--- config.mk ---
export PLATFORM = sky130hd
export DESIGN_NAME = warp_pc_scheduler
export DESIGN_NICKNAME = d
export VERILOG_FILES = /design/src/rtl/warp_pc_scheduler_pkg.sv /design/src/rtl/warp_pc_scheduler_rr_arbiter.sv /design/src/rtl/warp_pc_scheduler.sv
export SDC_FILE = /design/constraint.sdc
export NUM_CORES = 1
export LEC_CHECK = 0
export ABC_CLOCK_PERIOD_IN_PS = 3260
export CORE_ASPECT_RATIO = 1.2
export CORE_MARGIN = 2
export CORE_UTILIZATION = 51
export CTS_CLUSTER_SIZE = 12
export DETAILED_ROUTE_END_ITERATION = 10
export PLACE_DENSITY = 0.87
export SLEW_MARGIN = 20
export SYNTH_ARGS = -nofsm -noshare
export SYNTH_HDL_FRONTEND = slang
export SYNTH_HIERARCHICAL = 1
export SYNTH_SLANG_ARGS = --single-unit
--- constraint.sdc ---
create_clock -name clk -period 3.26 [get_ports clk]
set_clock_uncertainty 0.1 [all_clocks]
set_input_delay 0.652 -clock clk [delete_from_list [all_inputs] [get_ports clk]]
set_output_delay 0.652 -clock clk [all_outputs]
set_load 0.005 [all_outputs]
--- src/rtl/warp_pc_scheduler_pkg.sv ---
// Shared widths, state encodings and payload types for the warp PC scheduler.
package warp_pc_scheduler_pkg;

    localparam int unsigned PC_WIDTH  = 12;
    localparam int unsigned NUM_WARPS = 4;
    localparam int unsigned WARP_ID_W = $clog2(NUM_WARPS);

    typedef logic [PC_WIDTH-1:0]  pc_t;
    typedef logic [WARP_ID_W-1:0] warp_id_t;

    typedef enum logic [1:0] {
        WS_INACTIVE = 2'd0,
        WS_READY    = 2'd1,
        WS_WAIT     = 2'd2
    } warp_state_e;

    typedef enum logic [1:0] {
        SCH_IDLE = 2'd0,
        SCH_RUN  = 2'd1,
        SCH_DONE = 2'd2
    } sch_state_e;

    // Registered fetch request payload.
    typedef struct packed {
        warp_id_t warp;
        pc_t      pc;
    } fetch_req_t;

endpackage

--- src/rtl/warp_pc_scheduler_rr_arbiter.sv ---
// Purely combinational round-robin arbiter: first requester at or after ptr_i wins.
module warp_pc_scheduler_rr_arbiter #(
    parameter int unsigned N     = 4,
    parameter int unsigned IDX_W = 2
) (
    input  logic [N-1:0]     req_i,
    input  logic [IDX_W-1:0] ptr_i,
    output logic [N-1:0]     gnt_oh_o,
    output logic [IDX_W-1:0] gnt_idx_o,
    output logic             gnt_vld_o
);

    logic [IDX_W-1:0] cand;

    // N is a power of two, so the index add wraps for free.
    always_comb begin
        gnt_oh_o  = '0;
        gnt_idx_o = '0;
        gnt_vld_o = 1'b0;
        cand      = '0;
        for (int unsigned i = 0; i < N; i++) begin
            cand = ptr_i + IDX_W'(i);
            if (!gnt_vld_o && req_i[cand]) begin
                gnt_vld_o      = 1'b1;
                gnt_idx_o      = cand;
                gnt_oh_o[cand] = 1'b1;
            end
        end
    end

endmodule

--- src/rtl/warp_pc_scheduler.sv ---
// Per-warp PC sequencer with round-robin fetch arbitration onto one valid/ready fetch port.
module warp_pc_scheduler
    import warp_pc_scheduler_pkg::*;
(
    input  logic                 clk,
    input  logic                 rst_n,
    input  logic                 start,
    input  logic [PC_WIDTH-1:0]  start_pc,
    input  logic [NUM_WARPS-1:0] warp_en,
    output logic                 fetch_valid,
    input  logic                 fetch_ready,
    output logic [PC_WIDTH-1:0]  fetch_pc,
    output logic [WARP_ID_W-1:0] fetch_warp,
    input  logic                 rslv_valid,
    input  logic [WARP_ID_W-1:0] rslv_warp,
    input  logic                 rslv_taken,
    input  logic [PC_WIDTH-1:0]  rslv_target,
    input  logic                 rslv_halt,
    output logic [NUM_WARPS-1:0] warp_active,
    output logic                 busy,
    output logic                 done,
    output logic                 err
);

    sch_state_e           state_q, state_d;
    warp_state_e          ws_q [NUM_WARPS];
    warp_state_e          ws_d [NUM_WARPS];
    pc_t                  pc_q [NUM_WARPS];
    pc_t                  pc_d [NUM_WARPS];
    warp_id_t             ptr_q, ptr_d;
    logic                 fetch_valid_q, fetch_valid_d;
    fetch_req_t           fetch_q, fetch_d;
    logic                 busy_q, done_q, err_q, err_d;
    logic [NUM_WARPS-1:0] active_q, active_d;

    logic                 accept_c;
    logic                 load_c;
    logic                 launch_c;
    logic                 all_idle_c;
    logic [NUM_WARPS-1:0] req_c;
    logic [NUM_WARPS-1:0] gnt_oh_c;
    warp_id_t             gnt_idx_c;
    logic                 gnt_vld_c;
    pc_t                  gnt_pc_c;

    assign accept_c = fetch_valid_q & fetch_ready;
    assign load_c   = !fetch_valid_q || fetch_ready;
    assign launch_c = (state_q == SCH_IDLE) && start;

    // Ready warps compete, except the one whose request is being accepted right now.
    always_comb begin
        req_c      = '0;
        all_idle_c = 1'b1;
        for (int unsigned w = 0; w < NUM_WARPS; w++) begin
            req_c[w] = (ws_q[w] == WS_READY) &&
                       !(accept_c && (fetch_q.warp == WARP_ID_W'(w)));
            if (ws_q[w] != WS_INACTIVE) begin
                all_idle_c = 1'b0;
            end
        end
    end

    warp_pc_scheduler_rr_arbiter #(
        .N     (NUM_WARPS),
        .IDX_W (WARP_ID_W)
    ) u_arb (
        .req_i     (req_c),
        .ptr_i     (ptr_q),
        .gnt_oh_o  (gnt_oh_c),
        .gnt_idx_o (gnt_idx_c),
        .gnt_vld_o (gnt_vld_c)
    );

    always_comb begin
        gnt_pc_c = '0;
        for (int unsigned w = 0; w < NUM_WARPS; w++) begin
            if (gnt_oh_c[w]) begin
                gnt_pc_c = gnt_pc_c | pc_q[w];
            end
        end
    end

    // Top-level kernel FSM.
    always_comb begin
        state_d = state_q;
        case (state_q)
            SCH_IDLE: begin
                if (start) begin
                    state_d = (warp_en != '0) ? SCH_RUN : SCH_DONE;
                end
            end
            SCH_RUN: begin
                if (all_idle_c && !fetch_valid_q) begin
                    state_d = SCH_DONE;
                end
            end
            SCH_DONE: state_d = SCH_IDLE;
            default:  state_d = SCH_IDLE;
        endcase
    end

    // Per-warp state and PC: launch, fetch acceptance, then resolve outcome.
    always_comb begin
        ws_d  = ws_q;
        pc_d  = pc_q;
        err_d = err_q;
        for (int unsigned w = 0; w < NUM_WARPS; w++) begin
            if (launch_c && warp_en[w]) begin
                ws_d[w] = WS_READY;
                pc_d[w] = start_pc;
            end
            if (accept_c && (fetch_q.warp == WARP_ID_W'(w))) begin
                ws_d[w] = WS_WAIT;
            end
        end
        if (rslv_valid) begin
            if (ws_q[rslv_warp] == WS_WAIT) begin
                if (rslv_halt) begin
                    ws_d[rslv_warp] = WS_INACTIVE;
                end else if (rslv_taken) begin
                    ws_d[rslv_warp] = WS_READY;
                    pc_d[rslv_warp] = rslv_target;
                end else begin
                    ws_d[rslv_warp] = WS_READY;
                    pc_d[rslv_warp] = pc_q[rslv_warp] + PC_WIDTH'(1);
                end
            end else begin
                err_d = 1'b1;
            end
        end
    end

    // Fetch register only reloads when empty or being drained this cycle.
    always_comb begin
        fetch_valid_d = fetch_valid_q;
        fetch_d       = fetch_q;
        ptr_d         = ptr_q;
        if (load_c) begin
            fetch_valid_d = gnt_vld_c;
            if (gnt_vld_c) begin
                fetch_d.pc   = gnt_pc_c;
                fetch_d.warp = gnt_idx_c;
                ptr_d        = WARP_ID_W'(gnt_idx_c + 1'b1);
            end
        end
    end

    always_comb begin
        active_d = '0;
        for (int unsigned w = 0; w < NUM_WARPS; w++) begin
            active_d[w] = (ws_d[w] != WS_INACTIVE);
        end
    end

    always_ff @(posedge clk or negedge rst_n) begin
        if (!rst_n) begin
            state_q       <= SCH_IDLE;
            for (int unsigned w = 0; w < NUM_WARPS; w++) begin
                ws_q[w] <= WS_INACTIVE;
                pc_q[w] <= '0;
            end
            ptr_q         <= '0;
            fetch_valid_q <= 1'b0;
            fetch_q       <= '0;
            busy_q        <= 1'b0;
            done_q        <= 1'b0;
            err_q         <= 1'b0;
            active_q      <= '0;
        end else begin
            state_q       <= state_d;
            ws_q          <= ws_d;
            pc_q          <= pc_d;
            ptr_q         <= ptr_d;
            fetch_valid_q <= fetch_valid_d;
            fetch_q       <= fetch_d;
            busy_q        <= (state_d == SCH_RUN);
            done_q        <= (state_d == SCH_DONE);
            err_q         <= err_d;
            active_q      <= active_d;
        end
    end

    assign fetch_valid = fetch_valid_q;
    assign fetch_pc    = fetch_q.pc;
    assign fetch_warp  = fetch_q.warp;
    assign warp_active = active_q;
    assign busy        = busy_q;
    assign done        = done_q;
    assign err         = err_q;

endmodule
==> metrics <==
maximum operating frequency 0.3184 GHz; vias per inst 6.519; Routed WL 14.80 mm; row count 39; Congestion Overflow GR 0; Synth async-reset ratio 100.0%; DIE WIDTH 95.04 microns; Synth Warn # 6; final hold violations 0; WL per Instance 21.21 microns; Mean Syn Cell Area about 11 sq um; I/O pin count ~60; Seq/Total Area, Yosys 40.45%; CTS Root Cell clkbuf_16; Detailed Place HPWL around 10 mm; Pins Over Slew Limit 0; Post-synth EDFFs 0; Critical Path Max Stage Delay 0.56 ns; total CTS buffers 9; Yosys reg bits 82; largest net degree at the start of global routing 83; drt first pass iters 6; antenna violations before repair 0; VDD IR max 0.4999 mV; Tcrit/Tclk final a little over nine tenths; area grow syn2layout 29.06%; gr usage total 28.65%; vias in the first global route between 4000 and 5000; CTS tree done; worst path cell trace dlygate4sd2_1 > nand2_2 > nor3b_4 > nor2_1 > and2_4 > mux4_2 > buf_4 > a22oi_1 > o21ai_1 > buf_4 > a22o_1 > a221oi_1 > o21ai_0; min-delay worst type in2async; Final min period between 3 and 4 ns; most frequent CP cell buf_4; Final Util 68.10%; predominant post-synthesis flop cell dfrtp_1; Cell Pwr Density 1044 nW/um^2; classification of the worst setup path in2reg; Bufs on Longest Clock Path 2; post-synthesis cell count 465; crit path DAT 3.27 ns; Routability Congestion 0.9160; share of cells above drive strength 1 20.17%; crit-path max FO 9; clk sinks between 80 and 90; Fill cells 650; Netlist cell types 48; Vias 4550; syn nets between 500 and 600; clock slew seen by the registers of the worst setup and hold paths around 0.060 ns; Final setup viols 0; status complete, no violations; I/O Buffers 58; first-pass GRT wire length 23.58 mm; Worst-Margin Slew 0.7706 ns; CP endpoint kind register; CP required 3.39 ns; Vert. Die Dim 113.2 microns; MaxCap Viol Count 0; worst skew pair latency 0.35 ns; # DRC 0; Final nets 613; H-tree depth 3; post-route ant nets 0; Post-Route Setup TNS 0 ns; antenna cells 0; Die Area 10760 sq um; initial drt markers 479; Leakage Power 0.003072 uW; commonest non-fill, non-tap cells in the layout dfrtp_1, mux2i_1, buf_4, clkdlybuf4s50_1, nor2_1; Startpoint Class input port; Post-Syn Area 5072 sq um; Initial Util 52.77%; Crit-path slowest cell mux4_2; relative slew slack approximately half; Core Box Area about 9600 sq um; commonest non-fill, non-tap cell in the layout dfrtp_1
metal layers:
| layer | GRT usage, % | share of wire [%] | vias up |
|---|---|---|---|
| met5 | 0 | 0 | - |
| met4 | 18.94 | 4.7 | 0 |
| li1 | - | - | 1986 |
| met3 | 4.261 | 7.9 | 56 |
| met2 | 46.43 | 51 | 283 |
| met1 | 35.19 | 36 | 2225 |
worst paths after layout:
check / start / to / slack (ns) / depth (start not counted)
worst max-delay path: fetch_ready / fetch_pc[10] / 0.12 / 13
worst min-delay path: rst_n / pc_q[43] / 0.25 / 1
worst max register to register: fetch_warp[0] / fetch_pc[10] / 0.24 / 11
worst min register to register: err / err / 0.36 / 1
max in group asynchronous: rst_n / ws_q[7] / 2.27 / 1
min in group clk: err / err / 0.36 / 1
state kept, by name (all words and copies together), names as in the netlist:
signal	flops
pc_q	48
fetch_pc	12
ws_q	8
warp_active	4
fetch_warp	2
ptr_q	2
state_q	2
busy	1
done	1
err	1
fetch_valid	1
kinds of logic after synthesis:
logic type               after synthesis  share of synthesized area [%]
adder cells (fa/ha/maj)                6                          1.480
flip-flops                            82                          40.45
AND/OR/NAND/NOR                      130                          13.71
multiplexers                         100                          24.59
XOR/XNOR                               8                          1.529
AO/OA/AOI/OAI                        104                          15.07
buffers and inverters                 35                          3.157
cell usage after synthesis, drive strengths merged (7+ instances only):
library cell  number  area share [%]
clkbuf            15             1.1
a221oi            28             5.3
nor2              40             3.0
nand3              7            0.79
dfrtp             82              40
inv                7            0.52
mux4              16             7.9
o21ai             23             2.3
a21oi             15             1.5
nand2             31             2.3
mux2i             80              16
nand2b            14             1.7
xnor2              8             1.5
buf               13             1.5
a22o              12             2.1
nor3               8            0.79
a22oi             12             1.8
layout make-up:
cell class                 instances  area, sq um  share of cell area [%]
timing repair buffer             122         1075                   16.42
clock buffer                      11        242.7                   3.708
clock inverter                     5        77.57                   1.185
inverter                           7        26.28                  0.4014
multi-input combinational        348         2919                   44.59
tap                              123        153.9                   2.351
sequential                        82         2052                   31.35
stage by stage:
stage	cells	total power (uW)	area [sq um]	worst slack (ns)	hold slack, ns
after floorplan	465	4023	5084	0.03922	0.2564
after detailed placement	673	5326	6107	-0.5810	0.3483
final	698	6832	6546	0.1191	0.2459
after CTS	694	6601	6475	0.1762	0.3614
after global placement	673	5134	6107	-0.4691	0.3437
after global routing	698	7233	6546	-0.08115	0.3355
worst max-delay path: cells and delay by family:
kind,cells,cell delay (ns)
simple gates,4,0.59
buf+inv,3,0.60
compound gates,5,0.86
mux,1,0.56
timing repair:
item                                    CTS  global route
endpoints found under the setup margin   13            12
cloned                                    1             0
pin swaps                                 8             2
resized for setup                        16             9
hold buffers                              0             0
buffers inserted                          4             4
power by group:
group,switching (uW),total [uW],internal [uW]
clock,409,1100,689
combinational,1880,3800,1920
sequential,432,1930,1500
total,2720,6830,4110
Power figures use the tool's default switching activity.
